## config.mk

```make
export PLATFORM = sky130hd
export DESIGN_NAME = seg_page_scanner
export DESIGN_NICKNAME = d
export VERILOG_FILES = /design/src/rtl/seg_page_scanner.sv
export SDC_FILE = /design/constraint.sdc
export NUM_CORES = 1
export LEC_CHECK = 0
export CELL_PAD_IN_SITES_DETAIL_PLACEMENT = 2
export CELL_PAD_IN_SITES_GLOBAL_PLACEMENT = 2
export CORE_AREA = 2 2 199 162
export CTS_BUF_LIST = sky130_fd_sc_hd__clkbuf_4
export DETAILED_ROUTE_END_ITERATION = 10
export DIE_AREA = 0 0 201 164
export MAX_ROUTING_LAYER = met4
export PLACE_DENSITY = 0.87
export SLEW_MARGIN = 20
export SYNTH_ARGS = -nofsm -noshare
export SYNTH_HDL_FRONTEND = slang
export SYNTH_SLANG_ARGS = --single-unit
```

## constraint.sdc

```tcl
create_clock -name clock -period 6.44 [get_ports clock]
set_input_delay 1.288 -clock clock [delete_from_list [all_inputs] [get_ports clock]]
set_output_delay 1.288 -clock clock [all_outputs]
set_load 0.02 [all_outputs]
```

## src/rtl/seg_page_scanner.sv

```systemverilog
// Purpose : multi-page hex digit store with auto/manual page scanning for the seg7 path.
// Latency : outputs registered; they show the page and storage as updated by the same edge.
// Backpressure: none; writes and control are accepted every cycle.
//
// Ports:
//   clock, reset          - system clock, synchronous active-high reset
//   wr_en/wr_page/wr_group/wr_data - 16-bit group write (4 hex digits, [15:12] leftmost)
//   clr                   - clear all valid flags (beats a same-cycle write)
//   auto_mode/skip_empty/hold/man_page - page selection control
//   digit_num/digit_en    - nibbles and per-digit enables of the shown page (group 0 on top)
//   page_sel/page_idx     - one-hot and binary index of the shown page
//   page_wrap             - one-cycle pulse when auto rotation lands on a page <= the previous
module seg_page_scanner #(
    parameter int NUM_PAGES = 8,
    parameter int DIGITS    = 8,
    parameter int DWELL     = 1,
    localparam int PW       = $clog2(NUM_PAGES),
    localparam int GROUPS   = DIGITS / 4,
    localparam int GW       = (GROUPS > 1) ? $clog2(GROUPS) : 1
) (
    input  logic                  clock,
    input  logic                  reset,
    input  logic                  wr_en,
    input  logic [PW-1:0]         wr_page,
    input  logic [GW-1:0]         wr_group,
    input  logic [15:0]           wr_data,
    input  logic                  clr,
    input  logic                  auto_mode,
    input  logic                  skip_empty,
    input  logic                  hold,
    input  logic [PW-1:0]         man_page,
    output logic [DIGITS*4-1:0]   digit_num,
    output logic [DIGITS-1:0]     digit_en,
    output logic [NUM_PAGES-1:0]  page_sel,
    output logic [PW-1:0]         page_idx,
    output logic                  page_wrap
);

    localparam int CW = (DWELL > 1) ? $clog2(DWELL) : 1;

    logic [15:0]                        mem [NUM_PAGES][GROUPS];
    logic [NUM_PAGES-1:0][GROUPS-1:0]   valid;
    logic [NUM_PAGES-1:0][GROUPS-1:0]   valid_nxt;
    logic [NUM_PAGES-1:0]               page_any;
    logic [PW-1:0]                      cur;
    logic [PW-1:0]                      cur_nxt;
    logic [PW-1:0]                      adv_pg;
    logic [PW-1:0]                      cand;
    logic                               found;
    logic [CW-1:0]                      cnt;
    logic [CW-1:0]                      cnt_nxt;
    logic                               wrap_nxt;
    logic                               wr_ok;

    wire  [DIGITS*4-1:0]                digit_num_nxt;
    wire  [DIGITS-1:0]                  digit_en_nxt;

    // Out-of-range groups and writes colliding with clr are dropped entirely.
    assign wr_ok = wr_en && !clr && (32'(wr_group) < GROUPS);

    for (genvar p = 0; p < NUM_PAGES; p++) begin : g_any
        assign page_any[p] = |valid[p];
    end

    always_comb begin
        valid_nxt = valid;
        if (clr) begin
            valid_nxt = '0;
        end else if (wr_ok) begin
            valid_nxt[wr_page][wr_group] = 1'b1;
        end
    end

    // Candidate page for the next advance. The empty-page search looks at the
    // flags as they stand before this edge and wraps around; if no other page
    // holds data the current page is kept.
    always_comb begin
        adv_pg = cur + PW'(1);
        cand   = '0;
        found  = 1'b0;
        if (skip_empty) begin
            adv_pg = cur;
            for (int k = 1; k < NUM_PAGES; k++) begin
                cand = cur + PW'(k);
                if (!found && page_any[cand]) begin
                    adv_pg = cand;
                    found  = 1'b1;
                end
            end
        end
    end

    always_comb begin
        cur_nxt  = cur;
        cnt_nxt  = cnt;
        wrap_nxt = 1'b0;
        if (!auto_mode) begin
            // Manual mode parks the dwell counter so auto resumes with a full dwell.
            cur_nxt = man_page;
            cnt_nxt = '0;
        end else if (!hold) begin
            if (cnt == CW'(DWELL - 1)) begin
                cnt_nxt  = '0;
                cur_nxt  = adv_pg;
                wrap_nxt = (adv_pg <= cur);
            end else begin
                cnt_nxt = cnt + CW'(1);
            end
        end
    end

    // Output image of the page selected for after this edge, with a same-cycle
    // write bypassed in so it shows without waiting for the array.
    for (genvar g = 0; g < GROUPS; g++) begin : g_out
        logic        vld;
        logic        hit;
        logic [15:0] dat;
        assign vld = valid_nxt[cur_nxt][g];
        assign hit = wr_ok && (wr_page == cur_nxt) && (wr_group == GW'(g));
        assign dat = hit ? wr_data : mem[cur_nxt][g];
        assign digit_num_nxt[(GROUPS-g)*16-1 -: 16] = vld ? dat : 16'h0000;
        assign digit_en_nxt[(GROUPS-g)*4-1 -: 4]    = {4{vld}};
    end

    // Data array carries no reset; the valid flags gate everything it feeds.
    always_ff @(posedge clock) begin
        if (wr_ok && !reset) begin
            mem[wr_page][wr_group] <= wr_data;
        end
    end

    always_ff @(posedge clock) begin
        if (reset) begin
            valid     <= '0;
            cur       <= '0;
            cnt       <= '0;
            page_idx  <= '0;
            page_sel  <= '0;
            page_wrap <= 1'b0;
            digit_en  <= '0;
            digit_num <= '0;
        end else begin
            valid     <= valid_nxt;
            cur       <= cur_nxt;
            cnt       <= cnt_nxt;
            page_idx  <= cur_nxt;
            page_sel  <= {{(NUM_PAGES-1){1'b0}}, 1'b1} << cur_nxt;
            page_wrap <= wrap_nxt;
            digit_en  <= digit_en_nxt;
            digit_num <= digit_num_nxt;
        end
    end

endmodule

```

==> results of run 1 <==
[report_power, final]
part	switching, µW	internal, µW	total [µW]
clock network	900	929	1830
registers	19.2	2250	2270
logic	491	256	747
total	1410	3430	4840
[cells in the mapped netlist (all sizes together) (5+ instances only)]
cell type,instances
mux4,5
ha,5
dfxtp,62
o21ai,40
mux2,13
buf,37
a21oi,62
nor2b,9
nor2,115
nor4,7
mux2i,86
a211oi,36
nor3,16
a31oi,29
edfxtp,256
a21boi,21
or2,5
o221ai,23
nand2,78
inv,29
clkbuf,33
[through the flow]
stage	power (µW)	hold WS (ns)	util, %	instance area, µm²	setup WS, ns
2_1_floorplan	2760	0.464	-	13400	2.24
3_3_place_gp	2970	0.513	47.2	14600	1.20
3_5_place_dp	3030	0.557	47.2	14600	0.780
4_1_cts	4870	0.608	50.6	15700	0.611
5_1_grt	5020	0.637	50.6	15700	0.236
6_report	4840	0.619	50.6	15700	0.477
[cell families (layout without fill, tap and decap cells)]
kind of cell | count (synthesis) | count (layout) | share of synthesized area [%]
AOI/OAI and AO/OA | 238 | 238 | 11.7
xor gates and xnor gates | 7 | 7 | 0.458
adders and majority gates | 5 | 5 | 0.467
buffers and inverters | 101 | 290 | 3.63
DFF | 318 | 318 | 66.7
muxes | 104 | 104 | 8.39
other | 0 | 3 | 0
and+or+nand+nor | 258 | 258 | 8.60
[worst max-delay path, stage by stage (launching register included)]
cell and delay [ns]:
dfxtp_1 0.66, inv_1 0.28, ha_1 0.53, clkinv_1 0.33, a2111oi_1 0.57, a211oi_2 0.17
and4bb_4 0.30, a221o_2 0.43, mux2_4 0.23, and2_4 0.60, mux2i_1 0.38, mux2i_1 0.15
a21oi_1 0.24, o21ai_2 0.09, buf_4 0.23, a211oi_1 0.50
[state kept, by name, indices dropped and copies added (netlist names)]
register / flops
cur: 3
page_wrap: 1
digit_en: 2
valid: 16
digit_num: 32
page_sel: 8
mem: 256
[per-layer routing]
metal	up-vias	GRT usage [%]	part of all wire (%)
met5	-	-	0
met4	0	13.6	4.0
met3	147	5.38	5.9
met2	488	51.6	50
met1	5112	35.8	41
li1	4164	-	-
[worst max path at each step]
stage,start,to,slack (ns),depth (start not counted)
final,cur[1],digit_num[25],0.48,15
after global routing,cur[1],digit_num[25],0.24,14
after CTS,cur[1],digit_num[25],0.61,15
after detailed placement,cur[1],digit_num[3],0.78,14
after global placement,cur[1],digit_num[25],1.20,14
after floorplan,cur[1],digit_num[11],2.24,17
[layout make-up]
cell class | instances | area (µm²)
Antenna cell | 3 | 7.51
Clock buffer | 126 | 946
Clock inverter | 20 | 103
Fill cell | 3000 | 15300
Inverter | 31 | 116
Multi-Input combinational cell | 612 | 4010
Sequential cell | 318 | 8930
Tap cell | 420 | 526
Timing Repair Buffer | 113 | 1050
==> key figures, run 1 <==
Final layout
  – Final cell count without fillers: 1643
  – Commonest non-fill, non-tap cells in the layout: edfxtp_1 (256), clkbuf_4 (126), nor2_1 (115)
  – Most common cell after layout, fill and taps aside: edfxtp_1
  – Fin nets: around 1200
  – P&R area growth vs syn: 17.2%
  – Layout cells sized above 1: about 16%

Route
  – # DRC: 0
  – Number of DRC markers in iteration 0: around 800
  – Final wirelength: 48.3 mm
  – WL/cell: 29.4 µm
  – ANT nets after route: 0
  – Via count: 9911
  – Pre-antenna DRT Iters: 5
  – Routed vias/inst: 6.03

Place
  – Placed Cells: 1494
  – Placer Congestion: 0.856
  – DP HPWL: 27.5 mm
  – PortBufs: 81

GRT
  – Initial antenna violation count: 3
  – Largest net degree at the start of global routing: between 50 and 60
  – Total Routing Usage GR: 30.4%
  – Total gr overflow: 0
  – First-pass GRT wire length: 71.6 mm
  – Vias in the first global route: 10900

Synthesis
  – Synth Warn #: 0
  – FF+latch count, synth: approximately 320
  – Mapped Cells: a little over 1000
  – Most used DFF post-synth: edfxtp_1
  – Synth unique cells: 62
  – EDFF count, synth: 256
  – Synth Cell Area: roughly 0.013 mm²
  – Post-synth top area cell: edfxtp_1
  – Synth top area cells: edfxtp_1 (57%), dfxtp_1 (9.3%), mux2i_1 (6.4%)
  – Syn Area/Cell: 13.0 µm²
  – Top-area cell type share of the netlist area: a little under three fifths
  – Synth async-reset ratio: 0%
  – Register area share after synthesis: about two thirds
  – Syn Nets: between 1000 and 1500

STA
  – Actual slew at the worst max-slew pin: about 1.2 ns
  – Post-route setup TNS: 0 ns
  – Final min period: 5.96 ns
  – Endpoints failing setup: 0
  – Clk_skew: between 0.07 and 0.08 ns
  – Final hold vios: 0
  – Max Freq: around 0.17 GHz
  – RSZ-0062 raised after global routing: false
  – Tcrit/Tclk final: 92.6%
  – Relative slew slack: between 20% and 30%
  – Max Slew Vio Count: 0

Flow run
  – Max-Cap Viols: 0

Die
  – Die width: 201 µm
  – Die Ht: 164 µm
  – Die area: 0.0330 mm²
  – Core Rows: 58
  – I/O pin count: 82
  – Core area: 0.0310 mm²
  – Initial core utilization: a little over two fifths

Min path
  – Hold depth: 2
  – Hold_sp: valid[4]
  – Hold EP: valid[4]
  – Worst hold path class: flip-flop to flip-flop

Worst setup path
  – Setup CP Type: flip-flop to flip-flop
  – R2r setup slk: ~0.48 ns
  – Reg2Reg Depth: 15
  – Crit path DAT: 6.48 ns
  – Worst r2r dst: digit_num[25]
  – Worst reg2reg path startpoint: cur[1]
  – CP Capture Type: flip-flop
  – WP data required: 6.96 ns
  – Worst setup SP type: flip-flop
  – Crit Path Max Fanout: 48

Clock network
  – Postcts setup bufs: 0
  – Cts bufs inserted: 80
  – Clk sink count: 318
  – Clk_lat worst skew: 0.76 ns
  – CTS tree: built
  – H-tree levels: 3
  – Clk buf depth: 3
  – CTS clk-pin slew, worst paths: 0.08 ns
  – Hold-fix buffers at CTS: 0
  – CTS Root Cell: clkbuf_4
  – Post-CTS Resized: 0

Power and ir drop
  – PwrDens: slightly above 300 mW/mm²
  – VDD IR-drop max: 0.141 mV
  – P_leak: around 0.0056 µW

Status
  – Outcome: finished clean
Note: power is estimated with default switching activity, not from simulation.
==> run 2, diff against run 1 <==
- SLEW_MARGIN: 20 -> 15
==> results of run 2 <==
Same layout as run 1: the final DEF is identical, and so are final timing and power.
==> run 3, diff against run 2 <==
- ABC_AREA: not set -> 1
- CORE_AREA: 2 2 199 162 -> 2 2 271 219
- DIE_AREA: 0 0 201 164 -> 0 0 273 221
- PLACE_DENSITY: 0.87 -> 0.61
==> key figures, run 3 <==
Synthesis
  – Synth unique cells: 36 (was 62)
  – Synth Cell Area: 0.0143 mm² (was 0.0134 mm²)
  – Synth Area in Compound Gates: 1.02% (was 11.7%)
  – Most frequent cells after synthesis: nand2_1 (639), edfxtp_1 (256), nand3_1 (213) (was edfxtp_1 (256), nor2_1 (115), mux2i_1 (86))
  – Synth async-reset ratio: 0% (unchanged)
  – Synth Area in XOR/XNOR: 0.307% (was 0.458%)
  – Mapped Cells: 1532 (was 1031)
  – Simple-gate area share of the yosys netlist: 29.8% (was 8.60%)
  – Most common cell in the netlist: nand2_1 (was edfxtp_1)
  – Largest family of logic cells by synthesized area: simple AND/OR/NAND/NOR gates (was compound AO/OA/AOI/OAI gates)
  – Post-synthesis adder-cell area fraction: 0.438% (was 0.467%)
  – Synth Warn #: 0 (unchanged)
  – Syn Area/Cell: 9.31 µm² (was 13.0 µm²)
  – Mux cell area share after synthesis: 0% (was 8.39%)
  – Most used DFF post-synth: edfxtp_1 (unchanged)
  – Top-area cell type share of the netlist area: 53.9% (was 57.4%)
  – EDFF count, synth: 256 (unchanged)
  – Register area share after synthesis: 62.6% (was 66.7%)
  – Post-synth top area cell: edfxtp_1 (unchanged)
  – Synth top area cells: edfxtp_1 (54%), nand2_1 (17%), dfxtp_1 (8.7%) (was edfxtp_1 (57%), dfxtp_1 (9.3%), mux2i_1 (6.4%))
  – FF+latch count, synth: 318 (unchanged)
  – Syn Nets: 1567 (was 1066)

Route
  – Pre-antenna DRT Iters: 5 (unchanged)
  – Number of DRC markers in iteration 0: 598 (was 816)
  – WL/cell: 21.0 µm (was 29.4 µm)
  – Routed vias/inst: 4.57 (was 6.03)
  – ANT nets after route: 0 (unchanged)
  – # DRC: 0 (unchanged)
  – Final wirelength: 52.4 mm (was 48.3 mm)
  – Via count: 11400 (was 9911)

Power and ir drop
  – PwrDens: 298 mW/mm² (was 309 mW/mm²)
  – VDD IR-drop max: 0.0848 mV (was 0.141 mV)
  – P_leak: 0.00699 µW (was 0.00561 µW)

Clock network
  – CTS clk-pin slew, worst paths: 0.07 ns (was 0.08 ns)
  – Clk_lat worst skew: 0.81 ns (was 0.76 ns)
  – Hold-fix buffers at CTS: 0 (unchanged)
  – Cts bufs inserted: 89 (was 80)
  – Clk buf depth: 3 (unchanged)
  – H-tree levels: 3 (unchanged)
  – Postcts setup bufs: 0 (unchanged)
  – Clk sink count: 318 (unchanged)
  – Post-CTS Resized: 0 (unchanged)
  – CTS Root Cell: clkbuf_4 (unchanged)
  – CTS tree: built (unchanged)

GRT
  – Largest net degree at the start of global routing: 140 (was 57)
  – Vias in the first global route: 12300 (was 10900)
  – Initial antenna violation count: 1 (was 3)
  – Total gr overflow: 0 (unchanged)
  – First-pass GRT wire length: 79.6 mm (was 71.6 mm)
  – Total Routing Usage GR: 18.1% (was 30.4%)

Final layout
  – Commonest non-fill, non-tap cells in the layout: nand2_1 (639), edfxtp_1 (256), nand3_1 (213) (was edfxtp_1 (256), clkbuf_4 (126), nor2_1 (115))
  – Top Registers: mem x256, digit_num x32, valid x16 (unchanged)
  – Max FFs per register: 256 (unchanged)
  – # fillers: 6481 (was 3000)
  – Most common cell after layout, fill and taps aside: nand2_1 (was edfxtp_1)
  – Largest Register: mem (unchanged)
  – Layout cells sized above 1: 14.0% (was 16.4%)
  – Fin nets: 1689 (was 1191)
  – P&R area growth vs syn: 19.1% (was 17.2%)

Die
  – Initial core utilization: 24.7% (was 43.2%)
  – I/O pin count: 82 (unchanged)
  – Die Ht: 221 µm (was 164 µm)
  – Die area: 0.0603 mm² (was 0.0330 mm²)
  – Die width: 273 µm (was 201 µm)
  – Core area: 0.0577 mm² (was 0.0310 mm²)
  – Core Rows: 79 (was 58)

STA
  – Post-route setup TNS: 0 ns (unchanged)
  – Relative slew slack: 27.4% (was 21.4%)
  – Max Slew Vio Count: 0 (unchanged)
  – Max Freq: 0.205 GHz (was 0.168 GHz)
  – Clk_skew: 0.0626 ns (was 0.0781 ns)
  – RSZ-0062 raised after global routing: false (unchanged)
  – Endpoints failing setup: 0 (unchanged)
  – Final hold vios: 0 (unchanged)
  – Actual slew at the worst max-slew pin: 1.09 ns (was 1.17 ns)
  – Final min period: 4.87 ns (was 5.96 ns)
  – Tcrit/Tclk final: 75.6% (was 92.6%)
  – Tightest hold margin: 0.566 ns (was 0.619 ns)

Worst setup path
  – CP Capture Type: flip-flop (unchanged)
  – Setup CP Type: flip-flop to flip-flop (unchanged)
  – R2r setup slk: 1.57 ns (was 0.48 ns)
  – WP data required: 7.08 ns (was 6.96 ns)
  – Worst setup SP type: flip-flop (unchanged)
  – Reg2Reg Depth: 24 (was 15)
  – Crit Path Max Fanout: 37 (was 48)
  – Crit path DAT: 5.51 ns (was 6.48 ns)

Min path
  – Hold depth: 2 (unchanged)
  – Worst hold path class: flip-flop to flip-flop (unchanged)

Place
  – PortBufs: 81 (unchanged)
  – Placer Congestion: 0.787 (was 0.856)
  – DP HPWL: 32.3 mm (was 27.5 mm)

Flow run
  – Max-Cap Viols: 0 (unchanged)

Status
  – Outcome: finished clean (unchanged)
==> run 3: cell count changes after synthesis, sizes merged, moves of 21 or more <==
cell,previous run,this run
nand2,78,649
a31oi,29,1
mux2i,86,0
o221ai,23,0
buf,37,66
a211oi,36,0
a21boi,21,0
nand3,4,217
a21oi,62,6
inv,29,94
==> run 3: power by group <==
group          switching [µW]  internal [µW]
combinational             632            257
clock                     899            996
sequential               23.7           2250
==> run 3: metrics by stage <==
stage	instance area, µm²	cells	setup slack (ns)	total power (µW)	utilization [%]
3_3_place_gp	15800	2332	1.84	3200	27.5
5_1_grt	17000	2494	1.19	5350	29.4
6_report	17000	2494	1.57	5060	29.4
4_1_cts	17000	2493	1.63	5150	29.4
3_5_place_dp	15800	2332	1.69	3220	27.5
2_1_floorplan	14300	1532	3.30	2890	-
==> run 3: critical path, cell delays in order (launching register included) <==
cell	delay (ns)
dfxtp_1	0.63
inv_4	0.12
ha_1	0.46
inv_2	0.15
nand3_1	0.14
nand3_1	0.12
nand2_2	0.18
nand2_1	0.09
nor2_1	0.18
nand3_1	0.14
nand2_1	0.09
inv_1	0.04
nand2_1	0.05
nand2_1	0.06
nand2_1	0.08
nand2_1	0.06
nand3_1	0.08
nand2_2	0.09
nand2_4	0.52
nor2_1	0.13
nor2_2	0.18
nand4_2	0.57
nand2_1	0.23
inv_1	0.07
nor2_1	0.24
==> run 3: kinds of logic after synthesis <==
family / after synthesis
compound gates: 28
xor+xnor: 2
fa+ha+maj: 5
buf+inv: 175
flops: 318
simple gates: 1004
==> run 3: per-layer routing <==
metal	track usage [%]	wire, µm	up-vias
li1	-	-	5301
met1	25.3	26100	5807
met2	27.3	23500	220
met3	3.30	2030	67
met4	4.05	831	0
met5	-	0	-
==> run 3: layout make-up <==
type | count | area (µm²) | area share, %
Sequential cell | 318 | 8930 | 52.5
Multi-Input combinational cell | 1039 | 4550 | 26.8
Timing Repair Buffer | 110 | 1040 | 6.12
Clock buffer | 135 | 1010 | 5.96
Tap cell | 769 | 962 | 5.66
Inverter | 96 | 364 | 2.14
Clock inverter | 26 | 136 | 0.802
Antenna cell | 1 | 2.50 | 0.0147
==> run 3: path summary, 6_finish.rpt <==
| path | from | end |
|---|---|---|
| worst max-delay path | cur[1] | digit_num[26] |
| worst min-delay path | valid[4] | valid[4] |
| worst max register to register | cur[1] | digit_num[26] |
| worst min register to register | valid[4] | valid[4] |
